==> config.mk <==
export PLATFORM = sky130hd
export DESIGN_NAME = mul_issue_ctrl
export DESIGN_NICKNAME = d
export VERILOG_FILES = /design/src/rtl/mul_issue_ctrl.sv
export SDC_FILE = /design/constraint.sdc
export NUM_CORES = 1
export LEC_CHECK = 0
export ABC_AREA = 1
export CAP_MARGIN = 20
export CORE_MARGIN = 1.5
export CORE_UTILIZATION = 41
export CTS_CLUSTER_SIZE = 12
export DETAILED_ROUTE_END_ITERATION = 10
export PLACE_DENSITY = 0.77
export REMOVE_ABC_BUFFERS = 1
export SYNTH_ARGS = -nofsm -noshare
export SYNTH_HDL_FRONTEND = slang
export SYNTH_SLANG_ARGS = --single-unit
==> constraint.sdc <==
create_clock -name clk -period 1.9 [get_ports clk]
set_input_delay 0.19 -clock clk [delete_from_list [all_inputs] [get_ports clk]]
set_output_delay 0.19 -clock clk [all_outputs]
set_load 0.02 [all_outputs]
==> src/rtl/mul_issue_ctrl.sv <==
// Issue controller for the start/finish multiplier. It takes one operand pair at a time,
// pulses start, waits for finish with a timeout, and hands the product to a valid/ready sink.
module mul_issue_ctrl #(
  parameter int WIDTH   = 32,
  parameter int TIMEOUT = 64
) (
  input  logic                 clk,
  input  logic                 rst,
  input  logic                 in_valid,
  output logic                 in_ready,
  input  logic [WIDTH-1:0]     in_a,
  input  logic [WIDTH-1:0]     in_b,
  output logic                 mul_start,
  output logic [WIDTH-1:0]     mul_a,
  output logic [WIDTH-1:0]     mul_b,
  input  logic [2*WIDTH-1:0]   mul_res,
  input  logic                 mul_finish,
  output logic                 out_valid,
  input  logic                 out_ready,
  output logic [2*WIDTH-1:0]   out_res,
  output logic                 out_timeout,
  output logic [15:0]          op_count
);

  localparam int TW = $clog2(TIMEOUT) + 1;
  localparam logic [TW-1:0] TIMER_LAST = TW'(TIMEOUT - 1);

  typedef enum logic [1:0] {IDLE, ISSUE, WAIT, OUT} state_t;

  state_t          state;
  logic [TW-1:0]   timer;

  // Handshake and start outputs come from the state register only, never from inputs.
  assign in_ready  = (state == IDLE);
  assign out_valid = (state == OUT);
  assign mul_start = (state == ISSUE);

  always_ff @(posedge clk) begin
    if (rst) begin
      state       <= IDLE;
      timer       <= '0;
      mul_a       <= '0;
      mul_b       <= '0;
      out_res     <= '0;
      out_timeout <= 1'b0;
      op_count    <= '0;
    end else begin
      case (state)
        IDLE: begin
          if (in_valid) begin
            mul_a <= in_a;
            mul_b <= in_b;
            state <= ISSUE;
          end
        end
        ISSUE: begin
          timer <= '0;
          state <= WAIT;
        end
        // A finish in the last timer cycle still counts as a normal result.
        WAIT: begin
          if (mul_finish) begin
            out_res     <= mul_res;
            out_timeout <= 1'b0;
            state       <= OUT;
          end else if (timer == TIMER_LAST) begin
            out_res     <= '0;
            out_timeout <= 1'b1;
            state       <= OUT;
          end else begin
            timer <= timer + 1'b1;
          end
        end
        OUT: begin
          if (out_ready) begin
            if (!out_timeout) op_count <= op_count + 16'd1;
            state <= IDLE;
          end
        end
        default: state <= IDLE;
      endcase
    end
  end

endmodule

Yosys cells after proc, flatten, opt, wreduce, memory -nomap -nowiden
Index checks and enable logic that the tools add are counted.
{"block": "classes", "n_addsub": 2, "n_eq_ne": 9, "mux": 12, "n_bitwise": 1, "reduce_logical": 8}
{"cell": "$mux 64", "n": 2}
{"cell": "$add 16x1->16 const B", "n": 1}
{"cell": "$mux 7", "n": 2}
{"cell": "$pmux 7 s2", "n": 1}
{"cell": "$reduce_and 3->1", "n": 3}
{"cell": "$mux 2", "n": 4}
{"cell": "$pmux 2 s4", "n": 1}
{"cell": "$add 7x1->7 const B", "n": 1}
{"cell": "$eq 7x6->1 const B", "n": 1}
{"cell": "$ne 2x2->1 const B", "n": 3}
{"cell": "$eq 2x2->1 const B", "n": 2}
{"cell": "$reduce_and 2->1", "n": 2}
{"cell": "$reduce_bool 2->1", "n": 2}
{"cell": "$ne 3x3->1 const B", "n": 1}
{"cell": "$eq 2x1->1 const B", "n": 1}
{"cell": "$logic_not 2->1", "n": 1}
{"cell": "$mux 1", "n": 2}
{"cell": "$ne 2x1->1 const B", "n": 1}
{"cell": "$not 1->1", "n": 1}
{"block": "word_totals", "register_bits": 154, "in_bits": 133, "output_inout_bits": 148, "word_cells": 39}

Depth between registers and ports, before layout
{"block": "depth", "depth_word": 4, "ltp_mapped": 9, "mapped_depth_nobuf": 9}

Worst setup path before layout
Ideal clock, no wire load.
{"block": "synth_timing", "path_type": "register to register", "start": "reg state[0]", "end": "reg op_count[9]", "setup_ns": 0.116, "arrival_ns": 1.467, "t_required_ns": 1.784, "slack_ns": 0.317, "path_stages_with_launch": 9, "path_buffers": 0, "period_less_slack_ns": 1.583, "cell_sequence": "dfxtp_1 ha_1 nand2_1 nor2_2 nand3_1 nor2_1 nand2_1 o21ai_0 nor2_1"}
{"block": "synth_between", "elab_chain_len": 2}
{"item": "from (decl)", "line": "30", "text": "state_t state;"}
{"item": "from (signal assigned)", "line": "40", "text": "state <= IDLE;"}
{"item": "from (signal assigned)", "line": "53", "text": "state <= ISSUE;"}
{"item": "from (signal assigned)", "line": "58", "text": "state <= WAIT;"}
{"item": "$eq 2x2->1"}
{"item": "named net out_valid", "line": "18", "text": "output logic out_valid,"}
{"item": "$reduce_and 3->1 (no source line)"}
{"item": "to (signal assigned)", "line": "76", "text": "if (!out_timeout) op_count <= op_count + 16'd1;"}
{"item": "to (decl)", "line": "22", "text": "output logic [15:0] op_count"}
The timed path passes the listed nets, and every way through them passes these cells.
A chain may end at the register's enable or synchronous reset.

Worst setup path after layout
{"block": "layout_timing", "start": "reg state[1]", "end": "out mul_start"}
{"block": "layout_between", "elab_chain_len": 1}
{"item": "$eq 2x1->1", "line": "36", "text": "assign mul_start = (state == ISSUE);"}
{"item": "to (decl)", "line": "13", "text": "output logic mul_start,"}
Every way passes these cells.

==> impl_metrics.toml <==
[placed_design]
gp_congestion = 0.786
place_hpwl_um = 12400
port_buffers = 280
post-place-cells = 1199
place_area_mm2 = 0.00886

[synth]
synth_edf_count = 0
yosysUniqueCellTypes = 29
syn_inst = 780
synthArstFlopShare = 0
avgSynthCellArea_um2 = 7.60
netlist_area_mm2 = 0.00592
ys_warn_count = 0
ys_ff_latch = 154
synth_flop_cell = "dfxtp_1"
synth-seq-area-share = 0.520

[floorplanning]
placementRows = 43
die_w_um = 123
start_util = 0.424
die-area_mm2 = 0.0152
fp.dieH_um = 123
core_mm2 = 0.0140
io_pins = 281

[sta]
maxSlewViolCount = 0
fin_skew_ps = 7.70
finalSetupTns_ps = 0
worst-slew-pin-transition_ps = 577
finalHoldViolations = 0
maxSlewHeadroom = 0.615
rsz0062_at_grt = "false"
whs_ps = 112
finalSetupViolCount = 0
min_period_over_period = 0.945
fin_crit_ps = 1800
fmax_mhz = 557

[power_and_ir_drop]
powerDensity_mw_per_mm2 = 1240
internal-power_w = 0.00795
seq_power_share = 0.348
total_power_w = 0.0118
p_clk_frac = 0.308
power.leakage_nw = 3.55
p_sw_w = 0.00385
ir_worst_vdd_uv = 896
p_sw_frac = 0.326
p_comb_frac = 0.344

[clock_tree]
path_clk_slew_ps = 60
clkSinkCount = 154
ctsHtreeMaxLevel = 4
insertion_delay_ps = 430
cts_root_buf = "clkbuf_16"
post-cts-setup-buffers = 0
postCtsHoldBufs = 0
cts_buffers = 17
cts_tree = "done"
clock_path_buffers = 2

[route]
ant_nets = 0
wl_um = 18200
drt_first_pass_iters = 8
highest_layer = "met4"
drtIter0Drc = 456
m1WireLength_um = 7510
wire_per_inst_um = 14.8
dr_wl_met2_um = 9100
via_per_inst = 4.85
drc = 0
dr_wl_met3_um = 1160
num_vias = 5965

[worst_setup_path]
cp.required_ps = 1710
worst_setup_path_start_kind = "flip-flop"
reg2reg_setup_slack_ps = 200
cp_max_fo = 4
path_class = "reg -> out"
crit_arrival_ps = 1610
crit_path_end_kind = "output port"

[layout]
layout-drive-gt1-share = 0.0515
regArea_mm2 = 0.00308
fin_cells = 1229
area_growth_pct = 60.4
nFillCells = 1189
final_area_mm2 = 0.00950
antenna_cells = 0
multiInputGateArea_mm2 = 0.00246
nNetsFinal = 1178

[run_status]
outcome = "completed"

[grt]
grt_start_max_net_pins = 78
track_usage = 0.238
antenna_found_initial = 0
grt_pass1_wl_um = 27800
grt.overflow.total = 0
grt_pass1_vias = 5518

[flow_run]
cap_violations = 0

[min_path]
hp-class = "in -> reg"
logic make-up (layout without fill, tap and decap cells):
| family | count (synthesis) | after routing | share of synthesized area |
|---|---|---|---|
| adder cells (fa/ha/maj) | 7 | 7 | 0.0148 |
| buffers and inverters | 91 | 360 | 0.0655 |
| AND/OR/NAND/NOR | 375 | 375 | 0.267 |
| AO/OA/AOI/OAI | 152 | 152 | 0.131 |
| flip-flops | 154 | 154 | 0.520 |
| XOR/XNOR | 1 | 1 | 0.00148 |
flip-flops by register name, summed over array words and instances, names as in the netlist:
signal,cells
out_res,64
mul_a,32
mul_b,32
op_count,16
timer,7
state,2
out_timeout,1
Yosys cell counts (all sizes together), types with 3 or more instances:
cell type	instances	area share
nand2	113	0.072
buf	23	0.022
ha	7	0.015
nor3	3	0.0025
nand4	11	0.012
nand3	79	0.071
nor2	167	0.11
a21oi	74	0.063
clkbuf	29	0.018
inv	38	0.024
o21ai	74	0.063
dfxtp	154	0.52
cells in the final DEF (no fill, tap or decap), types with 6 or more instances in the layout:
cell	count
clkbuf_16	17
nand3_1	75
nand2_1	112
buf_12	6
ha_1	7
dfxtp_1	154
a21oi_1	74
nor2_1	164
o21ai_0	74
clkdlybuf4s50_1	277
nand4_1	11
inv_1	36
through the flow:
| stage | utilization | worst slack [ps] |
|---|---|---|
| finish | 0.679 | 105 |
| CTS | 0.679 | 4.98 |
| global route | 0.679 | 15.1 |
| floorplan | - | -581 |
| detailed placement | 0.634 | 153 |
| global placement | 0.634 | 170 |
layer usage:
layer  up-vias  GRT usage
met5         -          0
met4         0     0.0869
met3        28     0.0821
met2       171      0.398
met1      2711      0.282
li1       3055          -
critical path, stage by stage (launching register included):
cell and delay [ps]:
dfxtp_1 380, inv_1 90, ha_1 180, clkdlybuf4s50_1 530
power by group through the flow:
| stage | Sequential, W | Combinational (W) | Clock (W) |
|---|---|---|---|
| global placement | 0.00415 | 0.00404 | 0 |
| detailed placement | 0.00417 | 0.00406 | 0 |
| floorplan | 0.00482 | 0.00143 | 0 |
| finish | 0.00411 | 0.00406 | 0.00364 |
| CTS | 0.00411 | 0.00409 | 0.00370 |
| global route | 0.00418 | 0.00443 | 0.00385 |
final cells by class:
class / instances / area share
clock buffers: 23 / 0.0524
inverters: 39 / 0.0154
multi-input cells: 535 / 0.258
repair buffers: 291 / 0.311
clock inverters: 7 / 0.0145
flip-flops and latches: 154 / 0.324
well taps: 180 / 0.0237
final timing paths:
path	from	end	cells after the start
setup / recovery	state[1]	mul_start	3
setup reg to reg	state[0]	mul_a[11]	6
hold / removal	rst	timer[4]	4
hold reg to reg	out_res[62]	out_res[62]	2
what timing repair did:
action,CTS,global route
endpoints found under the setup margin,1,2
resized for setup,1,2
hold endpoints to repair,0,0
Power figures use the tool's default switching activity.
